==> config.mk <==
export PLATFORM = sky130hd
export DESIGN_NAME = controle_param
export DESIGN_NICKNAME = d
export VERILOG_FILES = /design/src/rtl/controle_param.sv
export SDC_FILE = /design/constraint.sdc
export NUM_CORES = 1
export LEC_CHECK = 0
export BUFFER_PORTS_ARGS = -buffer_cell sky130_fd_sc_hd__buf_2
export CORE_MARGIN = 3
export CORE_UTILIZATION = 30
export CTS_CLUSTER_DIAMETER = 50
export DETAILED_ROUTE_END_ITERATION = 16
export PLACE_DENSITY_LB_ADDON = 0.15
export SLEW_MARGIN = 10
export SYNTH_ARGS = -nofsm -noshare
export SYNTH_HDL_FRONTEND = slang
export SYNTH_SLANG_ARGS = --single-unit
==> constraint.sdc <==
create_clock -name clock -period 2.8 [get_ports clock]
set_clock_uncertainty 0.05 [all_clocks]
set_input_delay 0.28 -clock clock [delete_from_list [all_inputs] [get_ports clock]]
set_output_delay 0.28 -clock clock [all_outputs]
set_load 0.01 [all_outputs]
==> src/rtl/controle_param.sv <==
// rtl/controle_param.sv - multi-cycle control unit sequencing datapath strobes through T0..T3
// Decodes live ir in T0 and the latched ir_q in T1..T3; every output is gated by run and resetn.
module controle_param #(
  parameter int NREG   = 8,
  parameter int DATA_W = 16,
  parameter int SP_IDX = 5,
  localparam int SEL_W = $clog2(NREG),
  localparam int IR_W  = 4 + 2*SEL_W
) (
  input  logic              clock,
  input  logic              resetn,
  input  logic              run,
  input  logic [IR_W-1:0]   ir,
  input  logic [DATA_W-1:0] G,
  output logic [NREG-1:0]   r_in,
  output logic [NREG-1:0]   r_out,
  output logic              din_out,
  output logic              a_in,
  output logic              g_in,
  output logic              g_out,
  output logic              addr_in,
  output logic              dout_in,
  output logic              wren,
  output logic              mem_rd,
  output logic              mem_out,
  output logic              sp_inc,
  output logic              sp_dec,
  output logic [2:0]        alu_op,
  output logic              done,
  output logic              busy,
  output logic              illegal
);

  typedef enum logic [1:0] {T0, T1, T2, T3} state_t;

  localparam logic [3:0] OP_MV   = 4'd0;
  localparam logic [3:0] OP_MVI  = 4'd1;
  localparam logic [3:0] OP_ADD  = 4'd2;
  localparam logic [3:0] OP_SUB  = 4'd3;
  localparam logic [3:0] OP_LD   = 4'd4;
  localparam logic [3:0] OP_ST   = 4'd5;
  localparam logic [3:0] OP_MVNZ = 4'd6;
  localparam logic [3:0] OP_SLT  = 4'd7;
  localparam logic [3:0] OP_CMP  = 4'd8;
  localparam logic [3:0] OP_PUSH = 4'd9;
  localparam logic [3:0] OP_POP  = 4'd10;

  localparam logic [SEL_W-1:0] SP_SEL = SEL_W'(SP_IDX);

  state_t            state_q, state_d;
  logic [IR_W-1:0]   ir_q, ir_d;
  logic [IR_W-1:0]   instr;
  logic [3:0]        opcode;
  logic [SEL_W-1:0]  rx, ry;
  logic              rin_en, rout_en;
  logic [SEL_W-1:0]  rin_idx, rout_idx;
  logic [2:0]        alu_code;

  always_ff @(posedge clock or negedge resetn) begin
    if (!resetn) begin
      state_q <= T0;
      ir_q    <= '0;
    end else begin
      state_q <= state_d;
      ir_q    <= ir_d;
    end
  end

  always_comb begin
    din_out  = 1'b0;
    a_in     = 1'b0;
    g_in     = 1'b0;
    g_out    = 1'b0;
    addr_in  = 1'b0;
    dout_in  = 1'b0;
    wren     = 1'b0;
    mem_rd   = 1'b0;
    mem_out  = 1'b0;
    sp_inc   = 1'b0;
    sp_dec   = 1'b0;
    alu_op   = 3'b000;
    done     = 1'b0;
    illegal  = 1'b0;
    rin_en   = 1'b0;
    rout_en  = 1'b0;
    rin_idx  = '0;
    rout_idx = '0;
    state_d  = state_q;
    ir_d     = ir_q;

    instr  = (state_q == T0) ? ir : ir_q;
    opcode = instr[IR_W-1:2*SEL_W];
    rx     = instr[2*SEL_W-1:SEL_W];
    ry     = instr[SEL_W-1:0];

    case (opcode)
      OP_SUB:  alu_code = 3'b001;
      OP_SLT:  alu_code = 3'b010;
      OP_CMP:  alu_code = 3'b011;
      default: alu_code = 3'b000;
    endcase

    // Gating on resetn keeps every strobe quiet while reset is asserted.
    if (resetn && run) begin
      case (opcode)
        OP_MV:   begin rout_en = 1'b1; rout_idx = ry; rin_en = 1'b1; rin_idx = rx; done = 1'b1; end
        OP_MVI:  begin din_out = 1'b1; rin_en = 1'b1; rin_idx = rx; done = 1'b1; end
        OP_MVNZ: begin rout_en = 1'b1; rout_idx = ry; rin_en = (G != '0); rin_idx = rx; done = 1'b1; end
        OP_ADD, OP_SUB, OP_SLT, OP_CMP: begin
          case (state_q)
            T0:      begin rout_en = 1'b1; rout_idx = rx; a_in = 1'b1; end
            T1:      begin rout_en = 1'b1; rout_idx = ry; g_in = 1'b1; alu_op = alu_code; end
            T2:      begin g_out = 1'b1; rin_en = 1'b1; rin_idx = rx; done = 1'b1; end
            default: ;
          endcase
        end
        OP_LD: begin
          case (state_q)
            T0:      begin rout_en = 1'b1; rout_idx = ry; addr_in = 1'b1; end
            T1:      mem_rd = 1'b1;
            T3:      begin mem_out = 1'b1; rin_en = 1'b1; rin_idx = rx; done = 1'b1; end
            default: ;
          endcase
        end
        OP_ST: begin
          case (state_q)
            T0:      begin rout_en = 1'b1; rout_idx = ry; addr_in = 1'b1; end
            T1:      begin rout_en = 1'b1; rout_idx = rx; dout_in = 1'b1; end
            T2:      begin wren = 1'b1; done = 1'b1; end
            default: ;
          endcase
        end
        OP_PUSH: begin
          case (state_q)
            T0:      sp_dec = 1'b1;
            T1:      begin rout_en = 1'b1; rout_idx = SP_SEL; addr_in = 1'b1; end
            T2:      begin rout_en = 1'b1; rout_idx = rx; dout_in = 1'b1; end
            T3:      begin wren = 1'b1; done = 1'b1; end
            default: ;
          endcase
        end
        OP_POP: begin
          case (state_q)
            T0:      begin rout_en = 1'b1; rout_idx = SP_SEL; addr_in = 1'b1; end
            T1:      mem_rd = 1'b1;
            T2:      begin mem_out = 1'b1; rin_en = 1'b1; rin_idx = rx; sp_inc = 1'b1; done = 1'b1; end
            default: ;
          endcase
        end
        default: begin
          if (state_q == T0) begin
            done    = 1'b1;
            illegal = 1'b1;
          end
        end
      endcase

      if (state_q == T0) ir_d = ir;
      state_d = done ? T0 : state_t'(state_q + 2'd1);
    end

    r_in  = rin_en  ? (NREG'(1) << rin_idx)  : '0;
    r_out = rout_en ? (NREG'(1) << rout_idx) : '0;
    busy  = resetn && run && (state_q != T0);
  end

endmodule

== Word level (Yosys, flattened, before mapping) ==
Cells that the tools add are included.

* Bits in registers: 12
* Bits of input ports: 29
* Logic and storage cells: 93

* Add/sub/neg operators: 1
* Equal/unequal tests: 13
* Shift operators: 2
* Mux-type cells: 56
* Reduce and logical (&&, ||, !) cells: 19

{| class="wikitable"
|+ Operators by type and width
! cell !! number
|-
| 1-bit two-way mux || 30
|-
| 3-bit two-way mux || 9
|-
| 3-bit one-hot mux with 2 select lines || 3
|-
| 3-bit one-hot mux with 6 select lines || 1
|-
| 4-bit by 3-bit == test with 1-bit output (second input constant) || 4
|-
| 8-bit two-way mux || 2
|-
| 16-bit nonzero test || 1
|-
| 1-bit by 3-bit << shifter with 8-bit output (first input constant) || 2
|-
| 4-bit == test (second input constant) || 3
|-
| 2-bit OR reduction || 6
|-
| 11-bit OR reduction || 1
|-
| 10-bit two-way mux || 1
|-
| 5-bit OR reduction || 2
|-
| 3-bit one-hot mux with 3 select lines || 1
|-
| 4-bit by 2-bit == test with 1-bit output (second input constant) || 2
|-
| 1-bit one-hot mux with 2 select lines || 4
|-
| 1-bit one-hot mux with 4 select lines || 2
|-
| 2-bit one-hot mux with 3 select lines || 1
|-
| 3-bit OR reduction || 2
|-
| 6-bit OR reduction || 1
|-
| 2-bit == test (second input constant) || 2
|-
| 4-bit by 1-bit == test with 1-bit output (second input constant) || 1
|-
| 4-bit zero test || 1
|-
| 4-bit OR reduction || 1
|-
| 7 further kinds || 8
|}

== Longest topological paths before layout ==
* Depth after elaboration: 8
* Gate-level depth with buffers: 11
* Mapped depth without buffers: 8

== Worst setup path before layout ==
OpenSTA, ideal clock, no wires.

* Path type: register to output
* Start: register state_q[0]
* End: output port r_out[2]
* Arrival: 2.298 ns
* Data required time: 2.470 ns
* Slack: 0.172 ns
* Cell stages (with the launch flop): 10
* Path buffers: 2
* Cell sequence: dfrtp_1 inv_1 ha_1 buf_6 buf_6 mux2_4 a32oi_1 o22ai_1 a211o_1 nor4_1

* Word-level cells in the longest chain between the ends: 8
* Elaborated cells on any way between the ends: 34
* Classes of those cells: eq/ne (11); shift (1); mux (14); reduce/logical (8)

{| class="wikitable"
|+ Ends and longest elaborated chain
! element !! line !! source
|-
| start: declaration || 50 || <nowiki>state_t state_q, state_d;</nowiki>
|-
| start signal: assignment || 64 || <nowiki>state_q <= state_d;</nowiki>
|-
| 2-bit zero test || -- ||
|-
| 10-bit two-way mux || -- ||
|-
| 4-bit by 2-bit == test with 1-bit output, or another cell as far along || 105 || <nowiki>case (opcode)</nowiki>
|-
| 4-bit OR reduction / 2-bit OR reduction (equally long branches) || -- ||
|-
| 3-bit one-hot mux with 6 select lines || 105 ||
|-
| 3-bit two-way mux || 104 || <nowiki>if (resetn && run) begin</nowiki>
|-
| 1-bit by 3-bit << shifter with 8-bit output || 163 || <nowiki>r_out = rout_en ? (NREG'(1) << rout_idx) : '0;</nowiki>
|-
| 8-bit two-way mux (*) || 163 ||
|-
| end: declaration || 16 || <nowiki>output logic [NREG-1:0] r_out,</nowiki>
|}

Mark *: on every way between the ends. The rest lies on a longest branch, timed or not.

== Worst setup path in the final report ==
* Start: register state_q[1]
* End: output port r_out[6]

The elaborated chain is that of the path after synthesis.

==> impl_results.md <==
- Startpoint Class: flop
- Fin cells: around 400
- Period Utilization, post-route: 103%
- Met3 Use GR: under 10%
- Hold Vio Cnt, Final: 0
- Yosys reg bits: 12
- Setup Crit Path Kind: flop to output pin
- Number of synthesized flops with an enable pin: 0
- Vias in the first global route: around 2200
- Global Route Usage Sum: 19.5%
- Slowest stage delay, CP: between 300 and 400 ps
- Antenna-violating nets left: 0
- Skew-Pair Late Insertion Delay: around 240 ps
- Avg Cell Area, Syn: about 7.6 um2
- Slew headroom: roughly 66%
- Unrepaired setup endpoints after global routing: yes
- DIE HEIGHT: ~83 um
- Initial Util: 31.7%
- Ys flop type: dfrtp_1
- Hold_ws: between 200 and 250 ps
- Placed Instance Area: 2280 um2
- Synthesis Warnings: 0
- Commonest non-fill, non-tap cells in the layout: buf_2 (60), buf_4 (32), nand2_1 (26), nor2_1 (16)
- Num CTS Buffers: 3
- HP Class: primary input to flop
- I/O pins: 62
- Worst setup margin: -82.3 ps
- Grt met2 use: around a third
- Crit-path cells: inv_2 -> ha_4 -> buf_12 -> mux2i_4 -> buf_6 -> nand4_1 -> o211ai_1 -> a211oi_2 -> buf_4 -> a21oi_4 -> nor3b_2 -> buf_2
- Crit path max fanout: 7
- Post-route cell area: 2850 um2
- Seq/Total Area, Yosys: roughly 17%
- Final #Nets: roughly 360
- Pre-antenna DRT Iters: 4
- Cells after Synth: about 230
- Final Wtd Congestion: a little under 0.9
- Deepest clock path buffer count: 2
- H-tree lvl count: 1
- Max Cap Violations: 0
- Via count: between 2000 and 2500
- GRT overflow: 0
- Fmax: 347 MHz
- DRC: 0
- Buf/Inv on CP: 5
- Asr flop ratio synth: 100%
- CTS clk-pin slew, worst paths: 50 ps
- Worst-margin pin slew: between 400 and 500 ps
- Commonest non-fill, non-tap cell in the layout: buf_2
- Core footprint: between 5000 and 6000 um2
- Final slew viol count: 0
- Met1 track demand over resource: 25.0%
- Port buffer count: 60
- CTS tree: yes
- Critical path's slowest cell: dfrtp_1
- CP required: ~2500 ps
- P&R area growth vs syn: 60.2%
- Final min period: ~2900 ps
- Ant. Diodes: 0
- Final HPWL from detailed placement: 4.94 mm
- Die area: ~6900 um2
- Busiest grt layer: met2
- # rows: 27
- Worst Setup End Kind: output pin
- Worst Path Arrival: between 2000 and 3000 ps
- Yosys cell types: between 50 and 60
- Syn nets: approximately 270
- Setup violators final: 12
- DR WL/cell: approximately 18 um
- Cell chosen for the clock root: clkbuf_8
- Layout cell share with drive strength beyond 1: between 50 and 60%
- Largest net degree at the start of global routing: 18
- R2R Setup Slk: approximately 510 ps
- Cells after DPL: between 300 and 400
- Power Density: 1220 nW/um2
- Initial DRC count: 230
- Sink Count: 12
- Synthesized area: 1780 um2
- First-pass GRT wire length: 11.2 mm
- Final wirelength: approximately 6.9 mm
- Initial antenna violation count: 0
- Chip Width: 83.0 um
- VDD IR max: roughly 0.56 mV
- Vias per cell: roughly 5.5
- P_leak: around 1.3 nW
- Violated checks: negative setup slack
- Outcome: complete, but fails checks
- Tot Pwr: 3.47 mW
- CP top delay family: buffers and inverters
## power by group
part,switching (mW),internal (mW)
logic,1.51,1.39
registers,0.125,0.256
clock network,0.0603,0.124
total,1.70,1.77
## synthesized netlist by cell type (5+ instances only)
master,instances,share of area (%)
a21oi_1,14,3.9
a32oi_1,6,3.0
clkbuf_1,9,1.9
dfrtp_1,12,17
inv_1,6,1.3
mux2_2,10,6.3
mux2i_1,5,2.8
nand2_1,30,6.3
nand3_1,9,2.5
nor2_1,19,4.0
nor3_1,5,1.4
nor3b_1,5,2.1
nor4_1,7,2.5
o21ai_0,14,3.9
## routing by layer
layer	share of wire (%)	wire length [um]
met1	43	3000
met2	49	3430
met3	5.3	367
met4	2.2	151
met5	0	0
## final timing paths
path                       startpoint         end  depth (start not counted)
setup / recovery           state_q[1]    r_out[6]                         12
hold / removal                  ir[2]     ir_q[2]                          2
setup reg to reg           state_q[1]  state_q[0]                         10
hold reg to reg               ir_q[3]     ir_q[3]                          2
max in group asynchronous      resetn     ir_q[7]                          2
min in group asynchronous      resetn     ir_q[1]                          2
## final cells by class
class	count	area [um2]
multi-input combinational	198	1690
inverter	6	22.5
sequential	12	300
timing repair buffer	104	696
tap	72	90.1
fill	570	2760
clock buffer	4	55.1
## per-stage QoR
stage	utilization (%)	TNS [ps]	setup slack, ps
floorplan	-	0	172
global placement	40.7	0	5.76
detailed placement	40.7	-18.6	-18.6
CTS	49.1	-362	-57.3
global route	50.8	-2740	-221
finish	50.8	-460	-82.3
## sequential cells by signal (all words and copies together) (netlist names)
name	cells
state_q	2
ir_q	10
## logic make-up after synthesis
group	after synthesis	synth area share, %
AOI/OAI and AO/OA	70	27.8
xor gates and xnor gates	3	1.48
adders and majority gates	4	2.81
buffers and inverters	24	7.03
DFF	12	16.9
muxes	22	15.8
other	1	0.211
and+or+nand+nor	98	28.1
## worst register-to-register path, delay by kind of cell (launching register included)
family	cells	cell delay (ps)
flops	1	380
fa+ha+maj	1	190
simple gates	1	130
compound gates	4	700
buf+inv	3	400
mux	1	360
## timing repair
action,4_1_cts,5_1_grt
hold endpoints to repair,12,0
gates resized for setup,52,27
gates cloned,1,0
hold buffers,1,0
buffers inserted,16,4
pin swaps,21,17
setup endpoints to repair,17,20
Note: power is estimated with default switching activity, not from simulation.
